`src/rtl/mtr_drv_nch_if.sv`:
```
// Bundle between the balance/steering controller (master) and the N-channel
// H-bridge driver (slave): signed speeds, over-current flags and shutdown
// clears in; bridge drives, shutdown status and period strobe out.
interface mtr_drv_nch_if #(
  parameter int NCH   = 2,
  parameter int SPD_W = 12
);
  logic [NCH*SPD_W-1:0] spd;
  logic [NCH-1:0]       ovr_i;
  logic [NCH-1:0]       clr_shtdwn;
  logic [NCH-1:0]       pwm1;
  logic [NCH-1:0]       pwm2;
  logic [NCH-1:0]       ovr_shtdwn;
  logic                 any_shtdwn;
  logic                 pwm_synch;

  modport master (
    output spd, ovr_i, clr_shtdwn,
    input  pwm1, pwm2, ovr_shtdwn, any_shtdwn, pwm_synch
  );

  modport slave (
    input  spd, ovr_i, clr_shtdwn,
    output pwm1, pwm2, ovr_shtdwn, any_shtdwn, pwm_synch
  );
endinterface

```
`src/rtl/mtr_drv_nch.sv`:
```
// N-channel H-bridge motor driver: shared PWM timebase, per-channel signed
// speed to duty conversion latched at period end, dead-time on both
// complementary outputs, over-current blanking, event counting with slow
// decay and latched shutdown with software clear.
// Optional build macro MTR_DRV_COAST_ON_ZERO_EN: a period latched at exactly
// zero speed drives both outputs low (coast) instead of a 50% stiff hold.
module mtr_drv_nch #(
  parameter int NCH       = 2,
  parameter int SPD_W     = 12,
  parameter int PWM_W     = 11,
  parameter int DEAD      = 8,
  parameter int BLANK     = 32,
  parameter int OVR_TRIP  = 31,
  parameter int DECAY_PER = 16
) (
  input  logic         clk,
  input  logic         rst_n,
  mtr_drv_nch_if.slave bus
);

  localparam int CW = $clog2(OVR_TRIP + 1);
  localparam int BW = (BLANK > 0) ? $clog2(BLANK + 1) : 1;
  localparam int PW = (DECAY_PER > 1) ? $clog2(DECAY_PER) : 1;

  localparam logic [PWM_W-1:0] CNT_LAST   = '1;
  localparam logic [PWM_W-1:0] DUTY_MID   = PWM_W'(1) << (PWM_W - 1);
  localparam logic [SPD_W-1:0] SPD_OFS    = SPD_W'(1) << (SPD_W - 1);
  localparam logic [PWM_W:0]   DEAD_X     = (PWM_W + 1)'(DEAD);
  localparam logic [BW-1:0]    BLANK_LD   = BW'(BLANK);
  localparam logic [CW-1:0]    TRIP_CNT   = CW'(OVR_TRIP);
  localparam logic [PW-1:0]    DECAY_LAST = PW'(DECAY_PER - 1);

  // Offset-binary conversion: full negative -> 0, zero -> midscale, full positive -> all-ones.
  function automatic logic [PWM_W-1:0] spd_to_duty(input logic signed [SPD_W-1:0] spd);
    logic [SPD_W-1:0] biased;
    biased = $unsigned(spd) + SPD_OFS;
    return biased[SPD_W-1 -: PWM_W];
  endfunction

  // Event count increment that sticks at the trip value.
  function automatic logic [CW-1:0] evt_inc_sat(input logic [CW-1:0] c);
    return (c >= TRIP_CNT) ? TRIP_CNT : c + 1'b1;
  endfunction

  logic [PWM_W-1:0]            cnt_q, cnt_d;
  logic                        pwm_synch_q, pwm_synch_d;
  logic [PW-1:0]               per_q, per_d;
  logic                        decay_tick;
  logic [PWM_W:0]              cnt_x;

  logic [NCH-1:0][PWM_W-1:0]   duty_q, duty_d;
  logic [NCH-1:0]              a_prev_q, a_prev_d;
  logic [NCH-1:0]              b_prev_q, b_prev_d;
  logic [NCH-1:0][BW-1:0]      blank_q, blank_d;
  logic [NCH-1:0]              ovr_ff1_q, ovr_ff1_d;
  logic [NCH-1:0]              ovr_ff2_q, ovr_ff2_d;
  logic [NCH-1:0]              ovr_ff3_q, ovr_ff3_d;
  logic [NCH-1:0]              inhibit_q, inhibit_d;
  logic [NCH-1:0][CW-1:0]      evt_cnt_q, evt_cnt_d;
  logic [NCH-1:0]              ovr_shtdwn_q, ovr_shtdwn_d;
  logic [NCH-1:0]              pwm1_q, pwm1_d;
  logic [NCH-1:0]              pwm2_q, pwm2_d;
`ifdef MTR_DRV_COAST_ON_ZERO_EN
  logic [NCH-1:0]              coast_q, coast_d;
`endif

  logic [NCH-1:0]              a_raw, b_raw, blank, rise, gate;

  assign cnt_x = {1'b0, cnt_q};

  // Shared timebase: free-running counter, end-of-period strobe, decay period count
  always_comb begin
    cnt_d       = cnt_q + 1'b1;
    pwm_synch_d = (cnt_d == CNT_LAST);
    per_d       = per_q;
    decay_tick  = 1'b0;
    if (pwm_synch_q) begin
      per_d      = (per_q == DECAY_LAST) ? '0 : per_q + 1'b1;
      decay_tick = (per_q == DECAY_LAST);
    end
  end

  // Per-channel compare, blanking, over-current qualification and shutdown
  always_comb begin
    a_raw        = '0;
    b_raw        = '0;
    blank        = '0;
    rise         = '0;
    gate         = '0;
    duty_d       = duty_q;
    a_prev_d     = a_prev_q;
    b_prev_d     = b_prev_q;
    blank_d      = blank_q;
    ovr_ff1_d    = ovr_ff1_q;
    ovr_ff2_d    = ovr_ff2_q;
    ovr_ff3_d    = ovr_ff3_q;
    inhibit_d    = inhibit_q;
    evt_cnt_d    = evt_cnt_q;
    ovr_shtdwn_d = ovr_shtdwn_q;
    pwm1_d       = '0;
    pwm2_d       = '0;
`ifdef MTR_DRV_COAST_ON_ZERO_EN
    coast_d      = coast_q;
`endif
    for (int i = 0; i < NCH; i++) begin
      // Extra MSB keeps duty+DEAD from wrapping, so B simply never rises near full scale.
      a_raw[i] = (cnt_x >= DEAD_X) && (cnt_x < {1'b0, duty_q[i]});
      b_raw[i] = (cnt_x >= ({1'b0, duty_q[i]} + DEAD_X));
      blank[i] = (blank_q[i] != '0);
      rise[i]  = ovr_ff2_q[i] & ~ovr_ff3_q[i];
      gate[i]  = ovr_ff2_q[i] | inhibit_q[i] | ovr_shtdwn_q[i];

      if (pwm_synch_q) begin
        duty_d[i] = spd_to_duty(bus.spd[i*SPD_W +: SPD_W]);
      end

      // Switching transients on either leg trip the comparator; mask them for BLANK clk.
      a_prev_d[i] = a_raw[i];
      b_prev_d[i] = b_raw[i];
      if ((a_raw[i] & ~a_prev_q[i]) | (b_raw[i] & ~b_prev_q[i])) begin
        blank_d[i] = BLANK_LD;
      end else if (blank[i]) begin
        blank_d[i] = blank_q[i] - 1'b1;
      end

      ovr_ff1_d[i] = bus.ovr_i[i] & ~blank[i];
      ovr_ff2_d[i] = ovr_ff1_q[i];
      ovr_ff3_d[i] = ovr_ff2_q[i];

      // Period end releases the inhibit even if a new event lands in the same cycle.
      if (pwm_synch_q) begin
        inhibit_d[i] = 1'b0;
      end else if (rise[i]) begin
        inhibit_d[i] = 1'b1;
      end

      if (bus.clr_shtdwn[i]) begin
        evt_cnt_d[i] = '0;
      end else if (rise[i] && !inhibit_q[i]) begin
        evt_cnt_d[i] = evt_inc_sat(evt_cnt_q[i]);
      end else if (decay_tick && (evt_cnt_q[i] != '0)) begin
        evt_cnt_d[i] = evt_cnt_q[i] - 1'b1;
      end

      if (bus.clr_shtdwn[i]) begin
        ovr_shtdwn_d[i] = 1'b0;
      end else if (evt_cnt_q[i] == TRIP_CNT) begin
        ovr_shtdwn_d[i] = 1'b1;
      end

      pwm1_d[i] = a_raw[i] & ~gate[i];
      pwm2_d[i] = b_raw[i] & ~gate[i];

`ifdef MTR_DRV_COAST_ON_ZERO_EN
      if (pwm_synch_q) begin
        coast_d[i] = (bus.spd[i*SPD_W +: SPD_W] == '0);
      end
      if (coast_q[i]) begin
        pwm1_d[i] = 1'b0;
        pwm2_d[i] = 1'b0;
      end
`endif
    end
  end

  // State registers; asynchronous reset drops every bridge drive immediately
  always_ff @(posedge clk or negedge rst_n) begin
    if (!rst_n) begin
      cnt_q        <= '0;
      pwm_synch_q  <= 1'b0;
      per_q        <= '0;
      duty_q       <= {NCH{DUTY_MID}};
      a_prev_q     <= '0;
      b_prev_q     <= '0;
      blank_q      <= '0;
      ovr_ff1_q    <= '0;
      ovr_ff2_q    <= '0;
      ovr_ff3_q    <= '0;
      inhibit_q    <= '0;
      evt_cnt_q    <= '0;
      ovr_shtdwn_q <= '0;
      pwm1_q       <= '0;
      pwm2_q       <= '0;
`ifdef MTR_DRV_COAST_ON_ZERO_EN
      coast_q      <= '0;
`endif
    end else begin
      cnt_q        <= cnt_d;
      pwm_synch_q  <= pwm_synch_d;
      per_q        <= per_d;
      duty_q       <= duty_d;
      a_prev_q     <= a_prev_d;
      b_prev_q     <= b_prev_d;
      blank_q      <= blank_d;
      ovr_ff1_q    <= ovr_ff1_d;
      ovr_ff2_q    <= ovr_ff2_d;
      ovr_ff3_q    <= ovr_ff3_d;
      inhibit_q    <= inhibit_d;
      evt_cnt_q    <= evt_cnt_d;
      ovr_shtdwn_q <= ovr_shtdwn_d;
      pwm1_q       <= pwm1_d;
      pwm2_q       <= pwm2_d;
`ifdef MTR_DRV_COAST_ON_ZERO_EN
      coast_q      <= coast_d;
`endif
    end
  end

  assign bus.pwm1       = pwm1_q;
  assign bus.pwm2       = pwm2_q;
  assign bus.ovr_shtdwn = ovr_shtdwn_q;
  assign bus.any_shtdwn = |ovr_shtdwn_q;
  assign bus.pwm_synch  = pwm_synch_q;

endmodule

```
`src/flat_wrapper.sv`:
```
// flat-port wrapper written by rule: the top's interface ports become plain ports
module mtr_drv_nch_flat 
#(
  parameter int NCH       = 2,
  parameter int SPD_W     = 12,
  parameter int PWM_W     = 11,
  parameter int DEAD      = 8,
  parameter int BLANK     = 32,
  parameter int OVR_TRIP  = 31,
  parameter int DECAY_PER = 16
)
  (clk, rst_n, bus_spd, bus_ovr_i, bus_clr_shtdwn, bus_pwm1, bus_pwm2, bus_ovr_shtdwn, bus_any_shtdwn, bus_pwm_synch);
  mtr_drv_nch_if #(.NCH(NCH), .SPD_W(SPD_W)) bus_i ();
  input  logic clk;
  input  logic rst_n;
  input wire logic [$bits(bus_i.spd)-1:0] bus_spd;
  input wire logic [$bits(bus_i.ovr_i)-1:0] bus_ovr_i;
  input wire logic [$bits(bus_i.clr_shtdwn)-1:0] bus_clr_shtdwn;
  output wire logic [$bits(bus_i.pwm1)-1:0] bus_pwm1;
  output wire logic [$bits(bus_i.pwm2)-1:0] bus_pwm2;
  output wire logic [$bits(bus_i.ovr_shtdwn)-1:0] bus_ovr_shtdwn;
  output wire logic [$bits(bus_i.any_shtdwn)-1:0] bus_any_shtdwn;
  output wire logic [$bits(bus_i.pwm_synch)-1:0] bus_pwm_synch;
  assign bus_i.spd = bus_spd;
  assign bus_i.ovr_i = bus_ovr_i;
  assign bus_i.clr_shtdwn = bus_clr_shtdwn;
  assign bus_pwm1 = bus_i.pwm1;
  assign bus_pwm2 = bus_i.pwm2;
  assign bus_ovr_shtdwn = bus_i.ovr_shtdwn;
  assign bus_any_shtdwn = bus_i.any_shtdwn;
  assign bus_pwm_synch = bus_i.pwm_synch;
  mtr_drv_nch #(.NCH(NCH), .SPD_W(SPD_W), .PWM_W(PWM_W), .DEAD(DEAD), .BLANK(BLANK), .OVR_TRIP(OVR_TRIP), .DECAY_PER(DECAY_PER)) u_core (.clk(clk), .rst_n(rst_n), .bus(bus_i));
endmodule
```
`config.mk`:
```
export PLATFORM = sky130hd
export DESIGN_NAME = mtr_drv_nch_flat
export DESIGN_NICKNAME = d
export VERILOG_FILES = /design/src/rtl/mtr_drv_nch_if.sv /design/src/rtl/mtr_drv_nch.sv /design/src/flat_wrapper.sv
export SDC_FILE = /design/constraint.sdc
export NUM_CORES = 1
export LEC_CHECK = 0
export ABC_CLOCK_PERIOD_IN_PS = 3300
export CAP_MARGIN = 20
export CORE_MARGIN = 5
export CORE_UTILIZATION = 35
export DETAILED_ROUTE_END_ITERATION = 7
export GPL_TIMING_DRIVEN = 1
export PLACE_DENSITY = 0.52
export SLEW_MARGIN = 10
export SYNTH_ARGS = -nofsm -noshare
export SYNTH_HDL_FRONTEND = slang
export SYNTH_SLANG_ARGS = --single-unit
```
`constraint.sdc`:
```
create_clock -name clk -period 3.3 [get_ports clk]
set_input_delay 0.99 -clock clk [delete_from_list [all_inputs] [get_ports clk]]
set_output_delay 0.99 -clock clk [all_outputs]
set_load 0.02 [all_outputs]
```
## Word level (Yosys, flattened, before mapping)

Cells that the tools add are included.
W data, S select, Z words.

- Flip-flop bits (word level): 78
- Output and inout port bits: 8
- Word-level logic and storage cells: 114

- Magnitude comparators: 7
- Eq/ne operators: 4
- Reductions and logical operators: 21
- $add $sub $neg: 12
- Bitwise gates (word level): 28
- Mux-type cells: 22

Operators with widths:

| operator | count |
|---|---|
| $mux W5 | 8 |
| $add A11 B4 Y12 const B | 2 |
| $add A12 B12 Y12 const B | 2 |
| $ge A11 B12 Y1 | 2 |
| $mux W6 | 4 |
| $lt A11 B11 Y1 | 2 |
| $and A1 B1 Y1 | 12 |
| $reduce_bool A2 Y1 | 6 |
| $reduce_bool A6 Y1 | 2 |
| $sub A6 B1 Y6 const B | 2 |
| $add A11 B1 Y11 const B | 1 |
| $eq A11 B11 Y1 const B | 1 |
| $ge A11 B4 Y1 const B | 1 |
| $add A5 B1 Y5 const B | 2 |
| $eq A5 B5 Y1 const B | 2 |
| $ge A5 B5 Y1 const B | 2 |
| $not A1 Y1 | 10 |
| $reduce_bool A5 Y1 | 2 |
| $sub A5 B1 Y5 const B | 2 |
| $mux W1 | 9 |
| $logic_and A1 B1 Y1 | 6 |
| $or A1 B1 Y1 | 6 |
| $reduce_bool A3 Y1 | 2 |
| $add A4 B1 Y4 const B | 1 |
| other kinds (4) | 5 |

## Longest topological paths before layout

Gate-level depths: netlist (run 1).

- Depth in word-level cells: 6
- Depth in mapped cells: 10

## Least setup slack after synthesis (run 1)

OpenSTA, ideal clock, no wires.

- Kind: register to register
- Start: register u_core.duty_q[16] (netlist name)
- End: register u_core.blank_q[11] (netlist name)
- Stages on the path, launching flop included: 10
- Setup time: 0.131 ns
- Setup slack: 0.791 ns
- Arrival time: 2.378 ns
- Cell sequence: dfrtp_1 inv_1 nor3_1 nand3_1 xnor2_1 ha_1 and3_1 a221o_1 o21a_1 or3_1

- Cells in the longest elaborated chain, start to end: 5

RTL lines:

| what | RTL line | source |
|---|---|---|
| start: declaration | mtr_drv_nch.sv:51 | `logic [NCH-1:0][PWM_W-1:0] duty_q, duty_d;` |
| start signal: assignment | mtr_drv_nch.sv:172 | `duty_q <= {NCH{DUTY_MID}};` |
| start signal: assignment | mtr_drv_nch.sv:191 | `duty_q <= duty_d;` |
| $add A11 B4 Y12 / $lt A11 B11 Y1 (equally long branches) | mtr_drv_nch.sv:108, mtr_drv_nch.sv:107 |  |
| $ge A11 B12 Y1 / $logic_and A1 B1 Y1 (equally long branches) | mtr_drv_nch.sv:108, mtr_drv_nch.sv:107 |  |
| $and A1 B1 Y1 | mtr_drv_nch.sv:120 | `if ((a_raw[i] & ~a_prev_q[i]) \| (b_raw[i] & ~b_prev_q[i])) begin` |
| $or A1 B1 Y1 * | mtr_drv_nch.sv:120 |  |
| $mux W6 / $reduce_bool A2 Y1 (equally long branches) | - |  |
| end signal: assignment | mtr_drv_nch.sv:194 | `blank_q <= blank_d;` |
| end: declaration | mtr_drv_nch.sv:54 | `logic [NCH-1:0][BW-1:0] blank_q, blank_d;` |

Mark *: on every way between the ends. The rest lies on a longest branch, timed or not.
A chain may end at the register's enable or synchronous reset.

## Worst setup path after layout (run 1)

Ends and elaborated chain as after synthesis.

==> impl_metrics.tcl, run 1 <==
set metrics [dict create \
    dpl_worst_slack_ns 0.547 \
    antennaDiodeCount 0 \
    fp-row-count 42 \
    ys.flop_type "dfrtp_1" \
    ant_nets 0 \
    seq_area_frac_synth_pct 41.4 \
    path_buf_inv 1 \
    required_ns 3.51 \
    max_freq_mhz 365 \
    synth-seq-cells 78 \
    max_stage_delay_ns 0.39 \
    cp_max_fo 6 \
    path_depth 9 \
    core_area_mm2 0.0132 \
    routed_via_density 5.07 \
    netlist_top_cells_count "76 x dfrtp_1, 54 x ha_1, 44 x nor2_1" \
    fin_ws_ns 0.564 \
    slew_headroom_pct 40.1 \
    synthCells 492 \
    synth-edff-count 0 \
    fin_setup_tns_ns 0 \
    synth_area_mm2 0.00472 \
    reg2regPathDepth 9 \
    grt_pass1_wl_mm 16.9 \
    crit_chain "inv_1 -> nor3_1 -> nand3_1 -> xnor2_1 -> ha_1 -> and3_1 -> a221o_1 -> o21a_1 -> or3_1" \
    cts_sinks 78 \
    holdWs_ns 0.351 \
    fin_nets 615 \
    worst_setup_path_start_kind "flop" \
    initial_core_util_pct 35.6 \
    drv_slew 0 \
    finClkSkew_ns 0.00714 \
    worstMarginPinSlew_ns 0.890 \
    cts_root_buffer "clkbuf_16" \
    status "completed" \
    routedWlPerCell_um 13.8 \
    hold_violations 0 \
    cpMaxStageDelayCell "nor3_1" \
    first_iter_violations 108 \
    leakagePower_nw 2.70 \
    syn_area_per_cell_um2 9.59 \
    io_buffers 35 \
    min_path_type "reg -> reg" \
    synth_warnings 0 \
    dr.pass1.iters 7 \
    die_y_um 126 \
    syn_to_final_growth_pct 18.4 \
    min_period_ns 2.74 \
    place_hpwl_mm 7.20 \
    die_w_um 126 \
    rsz0062_at_grt "no" \
    place.gp.congestion 0.817 \
    synth_top_area_cell "dfrtp_1" \
    htreeDepth 3 \
    num_vias 3603 \
    async_reset_ff_share_pct 100 \
    worst_setup_path_end_kind "flop" \
    cts_hold_buf 0 \
    design_area_mm2 0.00559 \
    clockBufferDepth 2 \
    grt_overflow 0 \
    synth.net_count 576 \
    synth.most_common_cell "dfrtp_1" \
    grt_pass1_vias 3630 \
    antenna_found_initial 0 \
    yosysTopAreaCellShare_pct 40.3 \
    setup_violations 0 \
    grt_start_max_net_pins 50 \
    die_area_mm2 0.0159 \
    cts_buffers 9 \
    holdPathStages 0 \
    clock_latency_ns 0.34 \
    yosys-top-cells-area "dfrtp_1 40%, ha_1 14%, xnor2_1 4.6%" \
    cp_top_family "simple AND/OR/NAND/NOR gates" \
    clkTransAtPathRegs_ns 0.06 \
    irDropWorstVdd_mv 0.285 \
    fin_crit_sh_pct 82.9 \
    drc_errors 0 \
    max-cap-violations 0 \
    gr-usage-all-layers_pct 13.0 \
    cts_tree "done" \
    arrival_ns 2.95 \
    pin_count 38 \
    synth_cell_types 56 \
    cts_setup_buffers 0 \
    post_dp_cell_area_mm2 0.00527 \
    drive_gt1_share_pct 6.17 \
    cts_resized 0 \
    wl_mm 9.83 \
    path_class "reg -> reg" \
    pwr_density_cell_mw_per_mm2 408 \
]
[stage by stage]
step / instances / util (%) / total power [mW]
6_report: 711 / 42.2 / 2.28
3_3_place_gp: 696 / 39.8 / 1.25
2_1_floorplan: 492 / - / 1.16
5_1_grt: 711 / 42.2 / 2.39
4_1_cts: 711 / 42.2 / 2.32
3_5_place_dp: 696 / 39.8 / 1.25
[path summary, 6_finish.rpt]
| path | end | slack, ns | from |
|---|---|---|---|
| setup / recovery | u_core.blank_q[11]$_DFFE_PN0P_ | 0.56 | u_core.duty_q[16]$_DFFE_PN0P_ |
| max in group asynchronous | u_core.duty_q[10]$_DFFE_PN1P_ | 1.90 | rst_n |
| hold reg to reg | u_core.ovr_ff2_q[1]$_DFF_PN0_ | 0.35 | u_core.ovr_ff1_q[1]$_DFF_PN0_ |
| setup reg to reg | u_core.blank_q[11]$_DFFE_PN0P_ | 0.56 | u_core.duty_q[16]$_DFFE_PN0P_ |
| hold / removal | u_core.ovr_ff2_q[1]$_DFF_PN0_ | 0.35 | u_core.ovr_ff1_q[1]$_DFF_PN0_ |
| min in group asynchronous | u_core.evt_cnt_q[7]$_DFFE_PN0P_ | 0.65 | rst_n |
[cell type report]
class / count / area (um2)
inverters: 38 / 143
flip-flops and latches: 78 / 1950
well taps: 176 / 220
clock buffers: 10 / 229
clock inverters: 5 / 85.1
repair buffers: 38 / 370
fillers: 1339 / 7660
multi-input cells: 366 / 2580
[layer usage]
| layer | GRT usage, % | part of all wire [%] | vias to the layer above |
|---|---|---|---|
| li1 | - | - | 1821 |
| met1 | 16.7 | 48 | 1727 |
| met2 | 20.7 | 46 | 44 |
| met3 | 3.68 | 3.6 | 11 |
| met4 | 5.17 | 1.9 | 0 |
| met5 | 0 | 0 | - |
[power by group]
part	switching, mW	internal [mW]	total (mW)
Combinational	0.0875	0.102	0.190
Clock	0.385	0.661	1.05
Sequential	0.0555	0.987	1.04
[flip-flops by register name, indices dropped and copies added, names as in the netlist, 4 cells and up]
signal,cells
u_core.per_q,4
u_core.blank_q,12
u_core.cnt_q,11
u_core.evt_cnt_q,10
u_core.duty_q,22
[logic make-up (layout without fill, tap and decap cells)]
| group | Yosys count | in the layout | synth area share, % |
|---|---|---|---|
| buf+inv | 48 | 91 | 3.82 |
| simple gates | 180 | 180 | 20.0 |
| flops | 78 | 78 | 41.4 |
| fa+ha+maj | 54 | 54 | 14.3 |
| compound gates | 99 | 99 | 14.1 |
| mux | 5 | 5 | 1.17 |
| xor+xnor | 28 | 28 | 5.20 |
[cells in the final DEF (no fill, tap or decap), types with 13 or more instances in the layout]
| cell | Yosys | final |
|---|---|---|
| o21ai_0 | 29 | 29 |
| ha_1 | 54 | 54 |
| clkdlybuf4s50_1 | 0 | 34 |
| xnor2_1 | 25 | 25 |
| a21oi_1 | 22 | 22 |
| nor3_1 | 26 | 26 |
| nor2_1 | 44 | 44 |
| inv_1 | 38 | 38 |
| nand2_1 | 34 | 34 |
| nand3_1 | 13 | 13 |
| dfrtp_1 | 76 | 76 |
Note: power is estimated with default switching activity, not from simulation.
==> run 2, diff against run 1 <==
ABC_CLOCK_PERIOD_IN_PS = 2700   (was 3300)
clock period = 2.7 ns   (was 3.3 ns; I/O delays follow)
==> run 2 against run 1 <==
- critical path depth up 1
- die area unchanged
- maximum frequency up 4.5%
- final cell count up 1.7%
- wire length up 2.6%
- power up 20%
- cell area up 2.1%
- largest power group is now sequential cells
- largest cell class unchanged
==> impl_metrics.tcl, run 2 (synthesis results as in run 1) <==
set metrics [dict create \
    gr-usage-all-layers_pct 13.1 \
    r2r-end "u_core.blank_q[11]$_DFFE_PN0P_" \
    multiInputGateArea_mm2 0.00262 \
    path_buf_inv 2 \
    top_regs "u_core.duty_q (22), u_core.blank_q (12), u_core.cnt_q (11)" \
    fin_total_pwr_mw 2.73 \
    arrival_ns 2.84 \
    min_period_ns 2.62 \
    place.gp.congestion 0.822 \
    die_y_um 126 \
    antennaDiodeCount 0 \
    worst_setup_path_end_kind "flop" \
    cts_hold_buf 0 \
    pwr_density_cell_mw_per_mm2 479 \
    layout_common_cells "76 x dfrtp_1, 54 x ha_1, 44 x nor2_1" \
    die_w_um 126 \
    drc_errors 0 \
    nFillCells 1296 \
    finClkSkew_ns 0.00519 \
    clockBufferDepth 2 \
    grt_pass1_vias 3695 \
    ant_nets 0 \
    dr.pass1.iters 4 \
    cts_buffers 9 \
    wl_mm 10.1 \
    reg2regPathDepth 10 \
    wl_met1_mm 4.82 \
    fin_ws_ns 0.0807 \
    max_freq_mhz 382 \
    cp_max_fo 4 \
    place_hpwl_mm 7.36 \
    fin_crit_sh_pct 97.0 \
    pin_count 38 \
    cts_sinks 78 \
    largest-register "u_core.duty_q" \
    hold_violations 0 \
    routed_via_density 5.05 \
    required_ns 2.92 \
    dpl_worst_slack_ns 0.0713 \
    slew_headroom_pct 64.9 \
    worst_setup_path_start_kind "flop" \
    status "completed" \
    grt_overflow 0 \
    grt_start_max_net_pins 49 \
    drv_slew 0 \
    hold_end "u_core.ovr_ff2_q[1]$_DFF_PN0_" \
    fin_nets 626 \
    clkTransAtPathRegs_ns 0.06 \
    r2r-start "u_core.duty_q[16]$_DFFE_PN0P_" \
    htreeDepth 3 \
    max-cap-violations 0 \
    rrSetupSlack_ns 0.08 \
    irDropWorstVdd_mv 0.312 \
    syn_to_final_growth_pct 20.8 \
    ff_latch_area_mm2 0.00195 \
    first_iter_violations 125 \
    setup_violations 0 \
    max_stage_delay_ns 0.39 \
    core_area_mm2 0.0132 \
    wl_met3_um 344 \
    final_common_cell "dfrtp_1" \
    fp-row-count 42 \
    drive_gt1_share_pct 9.69 \
    io_buffers 35 \
    top_layer_used "met4" \
    clock_latency_ns 0.34 \
    initial_core_util_pct 35.6 \
    path_class "reg -> reg" \
    holdPathStages 0 \
    routedWlPerCell_um 13.9 \
    die_area_mm2 0.0159 \
    worstMarginPinSlew_ns 0.524 \
    num_vias 3654 \
    crit_chain "inv_2 -> nor3_2 -> buf_4 -> nand3_1 -> xnor2_1 -> ha_1 -> and3_4 -> a221o_1 -> o21a_2 -> or3_1" \
    leakagePower_nw 2.76 \
    cpMaxStageDelayCell "dfrtp_1" \
    hold_path.startpoint "u_core.ovr_ff1_q[1]$_DFF_PN0_" \
    min_path_type "reg -> reg" \
    met2_length_mm 4.71 \
    cts_tree "done" \
    grt_pass1_wl_mm 17.3 \
    cp_top_family "simple AND/OR/NAND/NOR gates" \
    cts_root_buffer "clkbuf_16" \
    antenna_found_initial 0 \
    largest_reg_flops 22 \
]
==> run 2: per-layer routing <==
| layer | up-vias | global-route usage (%) |
|---|---|---|
| li1 | 1858 | - |
| met1 | 1739 | 16.5 |
| met2 | 42 | 21.4 |
| met3 | 15 | 3.73 |
| met4 | 0 | 4.86 |
| met5 | - | 0 |
==> run 2: worst reg2reg max path: stages, from the launching register on <==
cell     delay, ns
dfrtp_1       0.39
inv_2         0.08
nor3_2        0.21
buf_4         0.15
nand3_1       0.09
xnor2_1       0.15
ha_1          0.34
and3_4        0.20
a221o_1       0.31
o21a_2        0.24
or3_1         0.34
==> run 2: timing repair <==
item,CTS,global route
setup buffers,0,3
setup endpoints to repair,0,10
gates resized for setup,0,10
==> run 2: layout make-up <==
type / instances / share of cell area [%]
timing repair buffer: 49 / 8.16
sequential: 78 / 34.3
clock inverter: 5 / 1.03
clock buffer: 11 / 4.26
inverter: 38 / 2.50
tap: 176 / 3.86
multi-input combinational: 366 / 45.9
==> run 2: report_power, final <==
group	internal, mW	total, mW	switching [mW]
clock	0.741	1.22	0.483
sequential	1.21	1.27	0.0674
combinational	0.127	0.234	0.107
total	2.07	2.73	0.657
==> run 2: through the flow <==
stage	setup TNS (ns)	hold WS (ns)	utilization (%)	cells	area, um2
after floorplan	0	0.331	-	492	4720
after global placement	0	0.335	40.4	704	5350
after detailed placement	0	0.335	40.4	704	5350
after CTS	0	0.349	42.6	720	5650
after global routing	-0.111	0.369	43.1	723	5700
final	0	0.347	43.1	723	5700
==> run 2: worst max path at each step <==
stage | startpoint | end | slack (ns) | depth (start not counted)
floorplan | u_core.duty_q[16]$_DFFE_PN0P_ | u_core.blank_q[11]$_DFFE_PN0P_ | 0.19 | 9
global placement | u_core.duty_q[14]$_DFFE_PN0P_ | u_core.blank_q[11]$_DFFE_PN0P_ | 0.12 | 9
CTS | u_core.duty_q[16]$_DFFE_PN0P_ | u_core.blank_q[11]$_DFFE_PN0P_ | 0.07 | 10
global route | u_core.duty_q[16]$_DFFE_PN0P_ | u_core.blank_q[11]$_DFFE_PN0P_ | -0.05 | 10
detailed placement | u_core.duty_q[16]$_DFFE_PN0P_ | u_core.blank_q[11]$_DFFE_PN0P_ | 0.07 | 10
finish | u_core.duty_q[16]$_DFFE_PN0P_ | u_core.blank_q[11]$_DFFE_PN0P_ | 0.08 | 10
